--- config.mk ---
export PLATFORM = sky130hd
export DESIGN_NAME = if_fetch_unit_flat
export DESIGN_NICKNAME = d
export VERILOG_FILES = /design/src/rtl/if_pkg.sv /design/src/rtl/if_fetch_unit_if.sv /design/src/rtl/if_fetch_fifo.sv /design/src/rtl/if_fetch_unit.sv /design/src/flat_wrapper.sv
export SDC_FILE = /design/constraint.sdc
export NUM_CORES = 1
export LEC_CHECK = 0
export CORE_MARGIN = 8
export CORE_UTILIZATION = 51
export DETAILED_ROUTE_END_ITERATION = 8
export GPL_ROUTABILITY_DRIVEN = 0
export PLACE_DENSITY = 0.89
export SETUP_SLACK_MARGIN = 0.2
export SLEW_MARGIN = 5
export SYNTH_ARGS = -nofsm -noshare
export SYNTH_HDL_FRONTEND = slang
export SYNTH_HIERARCHICAL = 1
export SYNTH_SLANG_ARGS = --single-unit
export TNS_END_PERCENT = 10
--- constraint.sdc ---
create_clock -name clk -period 7.05 [get_ports clk]
set_clock_uncertainty 0.2 [all_clocks]
set_input_delay 1.41 -clock clk [delete_from_list [all_inputs] [get_ports clk]]
set_output_delay 1.41 -clock clk [all_outputs]
set_load 0.02 [all_outputs]
--- src/rtl/if_pkg.sv ---
// -----------------------------------------------------------------------------
// if_pkg
// Shared definitions for the instruction-fetch stage.
//   XLEN_DEFAULT  : default PC / address width
//   INSTR_NOP     : canonical NOP (addi x0, x0, 0) used for misaligned targets
//   fetch_entry_t : one fetch-queue entry {pc, instr, misalign}
// -----------------------------------------------------------------------------
package if_pkg;

   localparam int          XLEN_DEFAULT = 32;
   localparam logic [31:0] INSTR_NOP    = 32'h0000_0013;

   typedef struct packed {
      logic [XLEN_DEFAULT-1:0] pc;
      logic [31:0]             instr;
      logic                    misalign;
   } fetch_entry_t;

endpackage

--- src/rtl/if_fetch_unit_if.sv ---
// -----------------------------------------------------------------------------
// if_fetch_unit_if
// Bundles the redirect, instruction-memory and decode-side signals of the
// fetch stage. Signal suffixes are written from the fetch unit's viewpoint.
//   master : the fetch unit
//   slave  : its environment (core control, instruction memory, decode)
//
// Handshakes:
//   imem : a request transfers in a cycle where imem_req_o && imem_gnt_i;
//          once raised, imem_req_o/imem_addr_o stay put until granted unless a
//          redirect intervenes. Responses (imem_rvalid_i) come back in request
//          order, one per cycle at most, and cannot be back-pressured.
//   id   : the head entry transfers in a cycle where id_valid_o && id_ready_i;
//          id_pc_o/id_instr_o/id_misalign_o are stable while valid && !ready.
// -----------------------------------------------------------------------------
interface if_fetch_unit_if
   import if_pkg::*;
#(
   parameter int XLEN = XLEN_DEFAULT
);
   logic            redirect_i;
   logic [XLEN-1:0] redirect_addr_i;
   logic            imem_req_o;
   logic [XLEN-1:0] imem_addr_o;
   logic            imem_gnt_i;
   logic            imem_rvalid_i;
   logic [31:0]     imem_rdata_i;
   logic            id_valid_o;
   logic            id_ready_i;
   logic [XLEN-1:0] id_pc_o;
   logic [31:0]     id_instr_o;
   logic            id_misalign_o;

   modport master (
      input  redirect_i, redirect_addr_i, imem_gnt_i, imem_rvalid_i,
             imem_rdata_i, id_ready_i,
      output imem_req_o, imem_addr_o, id_valid_o, id_pc_o, id_instr_o,
             id_misalign_o
   );

   modport slave (
      output redirect_i, redirect_addr_i, imem_gnt_i, imem_rvalid_i,
             imem_rdata_i, id_ready_i,
      input  imem_req_o, imem_addr_o, id_valid_o, id_pc_o, id_instr_o,
             id_misalign_o
   );

endinterface

--- src/rtl/if_fetch_fifo.sv ---
// -----------------------------------------------------------------------------
// if_fetch_fifo
// Registered FIFO of fetch entries; one push and one pop per cycle.
//   clk, rst       : clock, asynchronous active-high reset
//   flush_i        : empty the queue; a push in the same cycle becomes the
//                    sole surviving entry
//   push_i, data_i : write an entry
//   pop_i          : drop the head entry (only when not empty)
//   data_o         : head entry (meaningful only when !empty_o)
//   count_o        : occupancy, full_o / empty_o status
// DEPTH must be a power of two so the pointers wrap naturally.
// -----------------------------------------------------------------------------
module if_fetch_fifo
   import if_pkg::*;
#(
   parameter int  DEPTH = 4,
   parameter type T     = fetch_entry_t
) (
   input  logic                   clk,
   input  logic                   rst,
   input  logic                   flush_i,
   input  logic                   push_i,
   input  logic                   pop_i,
   input  T                       data_i,
   output T                       data_o,
   output logic [$clog2(DEPTH):0] count_o,
   output logic                   full_o,
   output logic                   empty_o
);

   localparam int AW = $clog2(DEPTH);

   T                mem_q [DEPTH];
   logic [AW-1:0]   wr_ptr_q, wr_ptr_d;
   logic [AW-1:0]   rd_ptr_q, rd_ptr_d;
   logic [AW:0]     count_q, count_d;
   logic [AW-1:0]   wr_addr;

   // A flushing push lands in slot 0, which is where rd_ptr restarts.
   assign wr_addr = flush_i ? '0 : wr_ptr_q;

   always_comb begin
      wr_ptr_d = wr_ptr_q;
      rd_ptr_d = rd_ptr_q;
      count_d  = count_q;
      if (flush_i) begin
         rd_ptr_d = '0;
         wr_ptr_d = push_i ? AW'(1) : '0;
         count_d  = push_i ? (AW+1)'(1) : '0;
      end else begin
         if (push_i) wr_ptr_d = wr_ptr_q + AW'(1);
         if (pop_i)  rd_ptr_d = rd_ptr_q + AW'(1);
         unique case ({push_i, pop_i})
            2'b10:   count_d = count_q + (AW+1)'(1);
            2'b01:   count_d = count_q - (AW+1)'(1);
            default: count_d = count_q;
         endcase
      end
   end

   always_ff @(posedge clk or posedge rst) begin
      if (rst) begin
         wr_ptr_q <= '0;
         rd_ptr_q <= '0;
         count_q  <= '0;
      end else begin
         wr_ptr_q <= wr_ptr_d;
         rd_ptr_q <= rd_ptr_d;
         count_q  <= count_d;
      end
   end

   // Storage needs no reset: nothing is read until count says it was written.
   always_ff @(posedge clk) begin
      if (push_i) mem_q[wr_addr] <= data_i;
   end

   assign data_o  = mem_q[rd_ptr_q];
   assign count_o = count_q;
   assign full_o  = (int'(count_q) == DEPTH);
   assign empty_o = (count_q == '0);

endmodule

--- src/rtl/if_fetch_unit.sv ---
// -----------------------------------------------------------------------------
// if_fetch_unit
// Instruction-fetch stage: issues sequential fetches to an in-order
// request/grant memory port, queues returned words and hands {pc, instr} to
// decode. Redirects flush the queue and drop responses still in flight.
//   clk    : clock
//   reset  : asynchronous active-high reset
//   bus    : if_fetch_unit_if.master (redirect, imem_*, id_* signals)
// Optional build macro IF_MISALIGN_CHECK_EN: a redirect to a target with
// addr[1:0] != 0 halts fetching and queues a single NOP marked misaligned
// until the next redirect. Without it id_misalign_o is constant 0.
// -----------------------------------------------------------------------------
module if_fetch_unit
   import if_pkg::*;
#(
   parameter int              XLEN            = XLEN_DEFAULT,
   parameter logic [XLEN-1:0] RESET_VECTOR    = '0,
   parameter int              QDEPTH          = 4,
   parameter int              MAX_OUTSTANDING = 2
) (
   input logic             clk,
   input logic             reset,
   if_fetch_unit_if.master bus
);

   localparam int CW = $clog2(QDEPTH) + 1;

   typedef struct packed {
      logic [XLEN-1:0] pc;
      logic [31:0]     instr;
      logic            misalign;
   } entry_t;

   logic [XLEN-1:0] fetch_pc_q, fetch_pc_d;
   logic [XLEN-1:0] resp_pc_q,  resp_pc_d;
   logic [CW-1:0]   outst_q,    outst_d;
   logic [CW-1:0]   discard_q,  discard_d;
   logic            halt_q,     halt_d;

   logic [CW-1:0]   fifo_count;
   logic            fifo_full, fifo_empty;
   logic            fifo_push, fifo_pop, fifo_flush;
   entry_t          push_entry, head;

   logic            credit_ok, req, granted, pop_req;

   // Every queue slot is reserved at request time, so a response can always
   // be pushed without back-pressuring the memory.
   assign credit_ok = (int'(fifo_count) + int'(outst_q) < QDEPTH) &&
                      (int'(outst_q) < MAX_OUTSTANDING);
   assign req       = !reset && !bus.redirect_i && !halt_q && credit_ok;
   assign granted   = req && bus.imem_gnt_i;
   assign pop_req   = !fifo_empty && bus.id_ready_i;

   always_comb begin
      fetch_pc_d = fetch_pc_q;
      resp_pc_d  = resp_pc_q;
      outst_d    = outst_q;
      discard_d  = discard_q;
      halt_d     = halt_q;
      fifo_push  = 1'b0;
      fifo_flush = 1'b0;
      fifo_pop   = pop_req;
      push_entry = '0;

      if (granted) fetch_pc_d = fetch_pc_q + XLEN'(4);

      if (granted && !bus.imem_rvalid_i)      outst_d = outst_q + CW'(1);
      else if (!granted && bus.imem_rvalid_i) outst_d = outst_q - CW'(1);

      if (bus.redirect_i) begin
         fifo_flush = 1'b1;
         fifo_pop   = 1'b0;
         fetch_pc_d = bus.redirect_addr_i;
         resp_pc_d  = bus.redirect_addr_i;
         // Everything still owed by the memory after this cycle is stale,
         // including the word (if any) arriving right now.
         discard_d  = outst_d;
`ifdef IF_MISALIGN_CHECK_EN
         halt_d = (bus.redirect_addr_i[1:0] != 2'b00);
         if (halt_d) begin
            fifo_push           = 1'b1;
            push_entry.pc       = bus.redirect_addr_i;
            push_entry.instr    = INSTR_NOP;
            push_entry.misalign = 1'b1;
         end
`endif
      end else if (bus.imem_rvalid_i) begin
         if (discard_q != '0) begin
            discard_d = discard_q - CW'(1);
         end else begin
            fifo_push        = 1'b1;
            push_entry.pc    = resp_pc_q;
            push_entry.instr = bus.imem_rdata_i;
            resp_pc_d        = resp_pc_q + XLEN'(4);
         end
      end
   end

   always_ff @(posedge clk or posedge reset) begin
      if (reset) begin
         fetch_pc_q <= RESET_VECTOR;
         resp_pc_q  <= RESET_VECTOR;
         outst_q    <= '0;
         discard_q  <= '0;
         halt_q     <= 1'b0;
      end else begin
         fetch_pc_q <= fetch_pc_d;
         resp_pc_q  <= resp_pc_d;
         outst_q    <= outst_d;
         discard_q  <= discard_d;
         halt_q     <= halt_d;
      end
   end

   if_fetch_fifo #(
      .DEPTH (QDEPTH),
      .T     (entry_t)
   ) u_fifo (
      .clk     (clk),
      .rst     (reset),
      .flush_i (fifo_flush),
      .push_i  (fifo_push),
      .pop_i   (fifo_pop),
      .data_i  (push_entry),
      .data_o  (head),
      .count_o (fifo_count),
      .full_o  (fifo_full),
      .empty_o (fifo_empty)
   );

   overflow_chk: assert property (@(posedge clk) disable iff (reset)
      (fifo_push && fifo_full) |-> (fifo_pop || fifo_flush));

   assign bus.imem_req_o    = req;
   assign bus.imem_addr_o   = fetch_pc_q;
   assign bus.id_valid_o    = !fifo_empty;
   assign bus.id_pc_o       = fifo_empty ? '0 : head.pc;
   assign bus.id_instr_o    = fifo_empty ? '0 : head.instr;
   assign bus.id_misalign_o = fifo_empty ? 1'b0 : head.misalign;

endmodule
--- src/flat_wrapper.sv ---
// flat-port wrapper written by rule: the top's interface ports become plain ports
module if_fetch_unit_flat import if_pkg::*;
#(
   parameter int              XLEN            = XLEN_DEFAULT,
   parameter logic [XLEN-1:0] RESET_VECTOR    = '0,
   parameter int              QDEPTH          = 4,
   parameter int              MAX_OUTSTANDING = 2
)
  (clk, reset, bus_redirect_i, bus_redirect_addr_i, bus_imem_gnt_i, bus_imem_rvalid_i, bus_imem_rdata_i, bus_id_ready_i, bus_imem_req_o, bus_imem_addr_o, bus_id_valid_o, bus_id_pc_o, bus_id_instr_o, bus_id_misalign_o);
  if_fetch_unit_if #(.XLEN(XLEN)) bus_i ();
  input logic clk;
  input logic reset;
  input wire logic [$bits(bus_i.redirect_i)-1:0] bus_redirect_i;
  input wire logic [$bits(bus_i.redirect_addr_i)-1:0] bus_redirect_addr_i;
  input wire logic [$bits(bus_i.imem_gnt_i)-1:0] bus_imem_gnt_i;
  input wire logic [$bits(bus_i.imem_rvalid_i)-1:0] bus_imem_rvalid_i;
  input wire logic [$bits(bus_i.imem_rdata_i)-1:0] bus_imem_rdata_i;
  input wire logic [$bits(bus_i.id_ready_i)-1:0] bus_id_ready_i;
  output wire logic [$bits(bus_i.imem_req_o)-1:0] bus_imem_req_o;
  output wire logic [$bits(bus_i.imem_addr_o)-1:0] bus_imem_addr_o;
  output wire logic [$bits(bus_i.id_valid_o)-1:0] bus_id_valid_o;
  output wire logic [$bits(bus_i.id_pc_o)-1:0] bus_id_pc_o;
  output wire logic [$bits(bus_i.id_instr_o)-1:0] bus_id_instr_o;
  output wire logic [$bits(bus_i.id_misalign_o)-1:0] bus_id_misalign_o;
  assign bus_i.redirect_i = bus_redirect_i;
  assign bus_i.redirect_addr_i = bus_redirect_addr_i;
  assign bus_i.imem_gnt_i = bus_imem_gnt_i;
  assign bus_i.imem_rvalid_i = bus_imem_rvalid_i;
  assign bus_i.imem_rdata_i = bus_imem_rdata_i;
  assign bus_i.id_ready_i = bus_id_ready_i;
  assign bus_imem_req_o = bus_i.imem_req_o;
  assign bus_imem_addr_o = bus_i.imem_addr_o;
  assign bus_id_valid_o = bus_i.id_valid_o;
  assign bus_id_pc_o = bus_i.id_pc_o;
  assign bus_id_instr_o = bus_i.id_instr_o;
  assign bus_id_misalign_o = bus_i.id_misalign_o;
  if_fetch_unit #(.XLEN(XLEN), .RESET_VECTOR(RESET_VECTOR), .QDEPTH(QDEPTH), .MAX_OUTSTANDING(MAX_OUTSTANDING)) u_core (.clk(clk), .reset(reset), .bus(bus_i));
endmodule
* Word level (Yosys, flattened, before mapping) *
Memory sizes are Yosys's and may differ from the RTL's.
Cells that the tools add are included.

word-level totals
  flip-flop bits (word level) = 77
  latch bits = 0
  bits in writable memories = 256
  memory bits (read-only) = 0
  bits of input ports = 70
  word-level logic and storage cells = 77
  memories kept = 1

cells by class
  $add $sub $neg = 10
  multiply operators = 0
  div/mod/pow operators = 0
  order comparisons = 2
  equality and inequality tests = 3
  shifts and indexed selects = 0
  mux-type cells = 32
  bitwise gates (word level) = 0
  reduce and logical (&&, ||, !) cells = 22

memory list
  memory               words  bits a word  read ports  clocked after memory_dff  write ports  line                 RTL
  u_core.u_fifo.mem_q  4      64           1           0                         1            if_fetch_fifo.sv:33  T mem_q [DEPTH];

operator list
  cell                                                                    number
  32-bit two-way mux                                                      7
  64-bit two-way mux                                                      3
  32-bit by 3-bit adder with 32-bit output (second input constant)        2
  32-bit by 4-bit < comparator with 1-bit output (second input constant)  1
  3-bit two-way mux                                                       6
  1-bit two-way mux                                                       10
  2-bit two-way mux                                                       5
  2-bit nonzero test                                                      5
  3-bit by 1-bit subtractor with 3-bit output (second input constant)     3
  1-bit logical AND                                                       7
  3-bit by 1-bit adder with 3-bit output (second input constant)          2
  3-bit case mux with 2 select lines                                      1
  3-bit nonzero test                                                      2
  1-bit logical NOT                                                       5
  2-bit by 1-bit adder with 2-bit output (second input constant)          2
  3-bit by 3-bit adder with 4-bit output                                  1
  2-bit AND reduction                                                     2
  3-bit logical NOT                                                       1
  3-bit by 2-bit < comparator with 1-bit output (second input constant)   1
  2-bit by 1-bit equality test with 1-bit output (second input constant)  1
  2-bit equality test (second input constant)                             1
  2-bit != test (second input constant)                                   1

* Longest topological paths before layout *
  word-level depth = 10
  gate-level depth with buffers = 11
  depth with buffers taken out = 9

* By module *
The synthesis kept the hierarchy.

by module, submodules not included
  module         instances  cells an instance  area an instance (um2)
  if_fetch_fifo  1          382                9818.2
  if_fetch_unit  1          571                4742.0

* Worst setup path after synthesis *
OpenSTA, ideal clock, no wires.

  path kind = input -> register
  from = in bus_imem_rvalid_i
  to = mem u_core/u_fifo/mem_q[1][0] (netlist bit) (enable)
  setup time = 0.582 ns
  data arrival time = 7.046 ns
  required time = 6.268 ns
  path slack = -0.778 ns
  stages = 6
  path buffers = 3
  path through = buf_4 nand3b_1 nor2_1 clkbuf_1 buf_2 nor3b_1

between the ends
  cells in the longest elaborated chain, start to end = 4

ends and longest elaborated chain
  what                                     line                 RTL
  start, declared                          flat_wrapper.sv:16   input wire logic [$bits(bus_i.imem_rvalid_i)-1:0] bus_imem_rvalid_i;
  1-bit two-way mux                        if_fetch_unit.sv:88  end else if (bus.imem_rvalid_i) begin
  1-bit two-way mux                        if_fetch_unit.sv:71  if (bus.redirect_i) begin
  named net u_core.fifo_push               if_fetch_unit.sv:42  logic fifo_push, fifo_pop, fifo_flush;
  1-bit two-way mux                        if_fetch_fifo.sv:75  if (push_i) mem_q[wr_addr] <= data_i;
  1-bit two-way mux (implied by the code)  if_fetch_fifo.sv:75
  end, declared                            if_fetch_fifo.sv:33

The timed path passes the listed nets, and every way through them passes these cells.

==> results.txt <==
Min-Delay Path Depth: 2
Initial antenna violation count: 0
Switching portion of total power: 0.265
Port-buffer cells: 168
Cells after Synth: 952
Hold_buf cts: 0
Crit end category: output port
Placed cells: 1466
Gate power share: 0.180
CP required: 5440 ps
Mapped cell area: 14600 um2
Vias post-DR: 8750
FILL cells: 2007
Slew @ Worst Pin: 1160 ps
Outcome: complete, no violations
Worst hold margin: 345 ps
Slew Limit Fails: 0
Hold WC Path Type: flip-flop to flip-flop
Clk pwr share: 0.345
Root buffer cell: clkbuf_16
Post_cts resized: 0
Setup Viol. Count Final: 0
RSZ-0062 raised after global routing: false
Post CTS Setup Buffer Count: 0
DP HPWL: 20.7 mm
Antenna cells: 0
CTS Buf Count: 31
Final Hold Violating Endpoints: 0
Number of iterations in the first detailed-routing pass: 5
H-tree levels: 1
M1 WL: 13.1 mm
Io pins: 169
DRC Markers: 0
Worst r2r src: u_core/discard_q[0]
Post-Route WL: 32.5 mm
Min-delay src: u_core/bus.imem_addr_o[1]
Flop pwr share: 0.474
Cell-internal power: 3650 uW
Min Tclk post-route: 5040 ps
Setup TNS: 0 ps
Leak Pwr: 0.00571 uW
Syn Area/Cell: 15.3 um2
Die Width: 185 um
R2R depth: 6
Worst Hold Path EP: u_core/bus.imem_addr_o[1]
Initial Utilization: 0.513
Initial DRC Count: 798
Die area: 34200 um2
Top Layer Used: met4
Routed len/inst: 21.3 um
Final Cycle Share: 0.714
Fmax achieved: 199 MHz
WL met2: 15.9 mm
Power Dens Cells: 282 nW/um2
Final Non-Filler Cells: 1523
Met3 WL: 2.83 mm
Largest net degree at the start of global routing: 67
Final net count: 1194
Clock Latency Late Sink: 550 ps
Vias per cell: 5.75
ANT nets after route: 0
TritonCTS clock tree: built
Tot GR Track Use: 0.189
Die Y: 185 um
Slew headroom: 0.222
Max Buffers Root-to-Sink: 3
First-pass GRT wire length: 50.6 mm
Post-layout util: 0.621
CP Class: flip-flop to output port
Total gr overflow: 0
R2R setup slack: 3370 ps
Max_cap viols: 0
Share of cells above drive strength 1: 0.133
Worst Path Max Fanout: 49
CTS sink cnt: 337
Worst VDD drop: 171 uV
Cell area after placement: 16600 um2
Core area: 28400 um2
Design area: 17600 um2
Vias in the first global route: 9055
Synth warn: 6
Startpoint class of the critical path: flip-flop
Synth-to-Final Area Change: 21.1%
CP Data Arrival Time: 3430 ps
Reg2reg end: u_core/u_fifo/mem_q[0][40]
Row count: 62
Psw: 1320 uW
Clk slew on worst S/H paths: 70 ps
==> critical path, stage by stage, from the launching register on <==
cell	delay [ps]
dfrtp_4	1050
buf_4	490
mux4_2	550
nor2b_1	170
clkdlybuf4s50_1	590
==> routing by layer <==
layer / vias up / global-route usage
li1: 3916 / -
met1: 4372 / 0.254
met2: 413 / 0.318
met3: 49 / 0.0367
met4: 0 / 0.0426
met5: - / 0
==> flip-flops by register name, summed over array words and instances (netlist names) <==
signal	flops
u_core/outst_q	3
u_core/bus.imem_addr_o	32
u_core/u_fifo/rd_ptr_q	2
u_core/u_fifo/count_o	3
u_core/u_fifo/mem_q	260
u_core/discard_q	3
u_core/u_fifo/wr_ptr_q	2
u_core/resp_pc_q	32
==> power by group through the flow <==
stage | sequential (uW) | clock (uW) | combinational (uW)
4_1_cts | 2350 | 1740 | 909
5_1_grt | 2370 | 1810 | 971
3_5_place_dp | 2390 | 0 | 904
6_report | 2350 | 1710 | 895
2_1_floorplan | 2360 | 0 | 570
3_3_place_gp | 2390 | 0 | 882
==> area by class of cell <==
| class | count | area, um2 | area share |
|---|---|---|---|
| clock buffer | 34 | 787 | 0.0446 |
| multi-input combinational | 544 | 4490 | 0.255 |
| sequential | 337 | 9740 | 0.552 |
| clock inverter | 23 | 268 | 0.0152 |
| timing repair buffer | 181 | 1790 | 0.101 |
| tap | 384 | 480 | 0.0273 |
| inverter | 20 | 75.1 | 0.00426 |
==> worst max-delay path by stage <==
stage | startpoint | to | slack [ps] | cells after the start
finish | u_core/u_fifo/rd_ptr_q[0] | bus_id_pc_o[31] | 2010 | 4
floorplan | bus_imem_rvalid_i | u_core/u_fifo/mem_q[2][0] | -460 | 7
global route | u_core/u_fifo/rd_ptr_q[0] | bus_id_pc_o[31] | 1740 | 4
detailed placement | bus_imem_rvalid_i | u_core/u_fifo/mem_q[0][21] | 1950 | 5
global placement | bus_imem_rvalid_i | u_core/u_fifo/mem_q[0][20] | 2090 | 5
CTS | u_core/u_fifo/rd_ptr_q[0] | bus_id_pc_o[31] | 1900 | 4
==> per-stage QoR <==
step                power, uW  setup slack, ps
floorplan                2930             -464
global placement         3270             2090
detailed placement       3300             1950
CTS                      5010             1900
global route             5150             1740
finish                   4960             2010
==> placed cells by master (no fill, tap or decap), types with 5 or more instances in the layout <==
cell,instances
buf_4,12
inv_1,19
nand3_1,29
edfxtp_1,260
nor3_1,21
xnor2_1,32
o311ai_1,10
clkbuf_16,31
clkdlybuf4s50_1,167
clkinv_2,6
bufinv_16,5
o21ai_0,18
dfrtp_1,75
a21oi_1,14
and3_1,6
ha_1,8
nor2b_1,66
nand4_1,21
mux4_2,65
and4_1,5
nand2_1,55
o211ai_1,11
o21ai_1,30
nor4_2,6
xor2_1,12
nor2_1,26
and2_1,60
mux2_2,6
(Power assumes the default switching activity.)
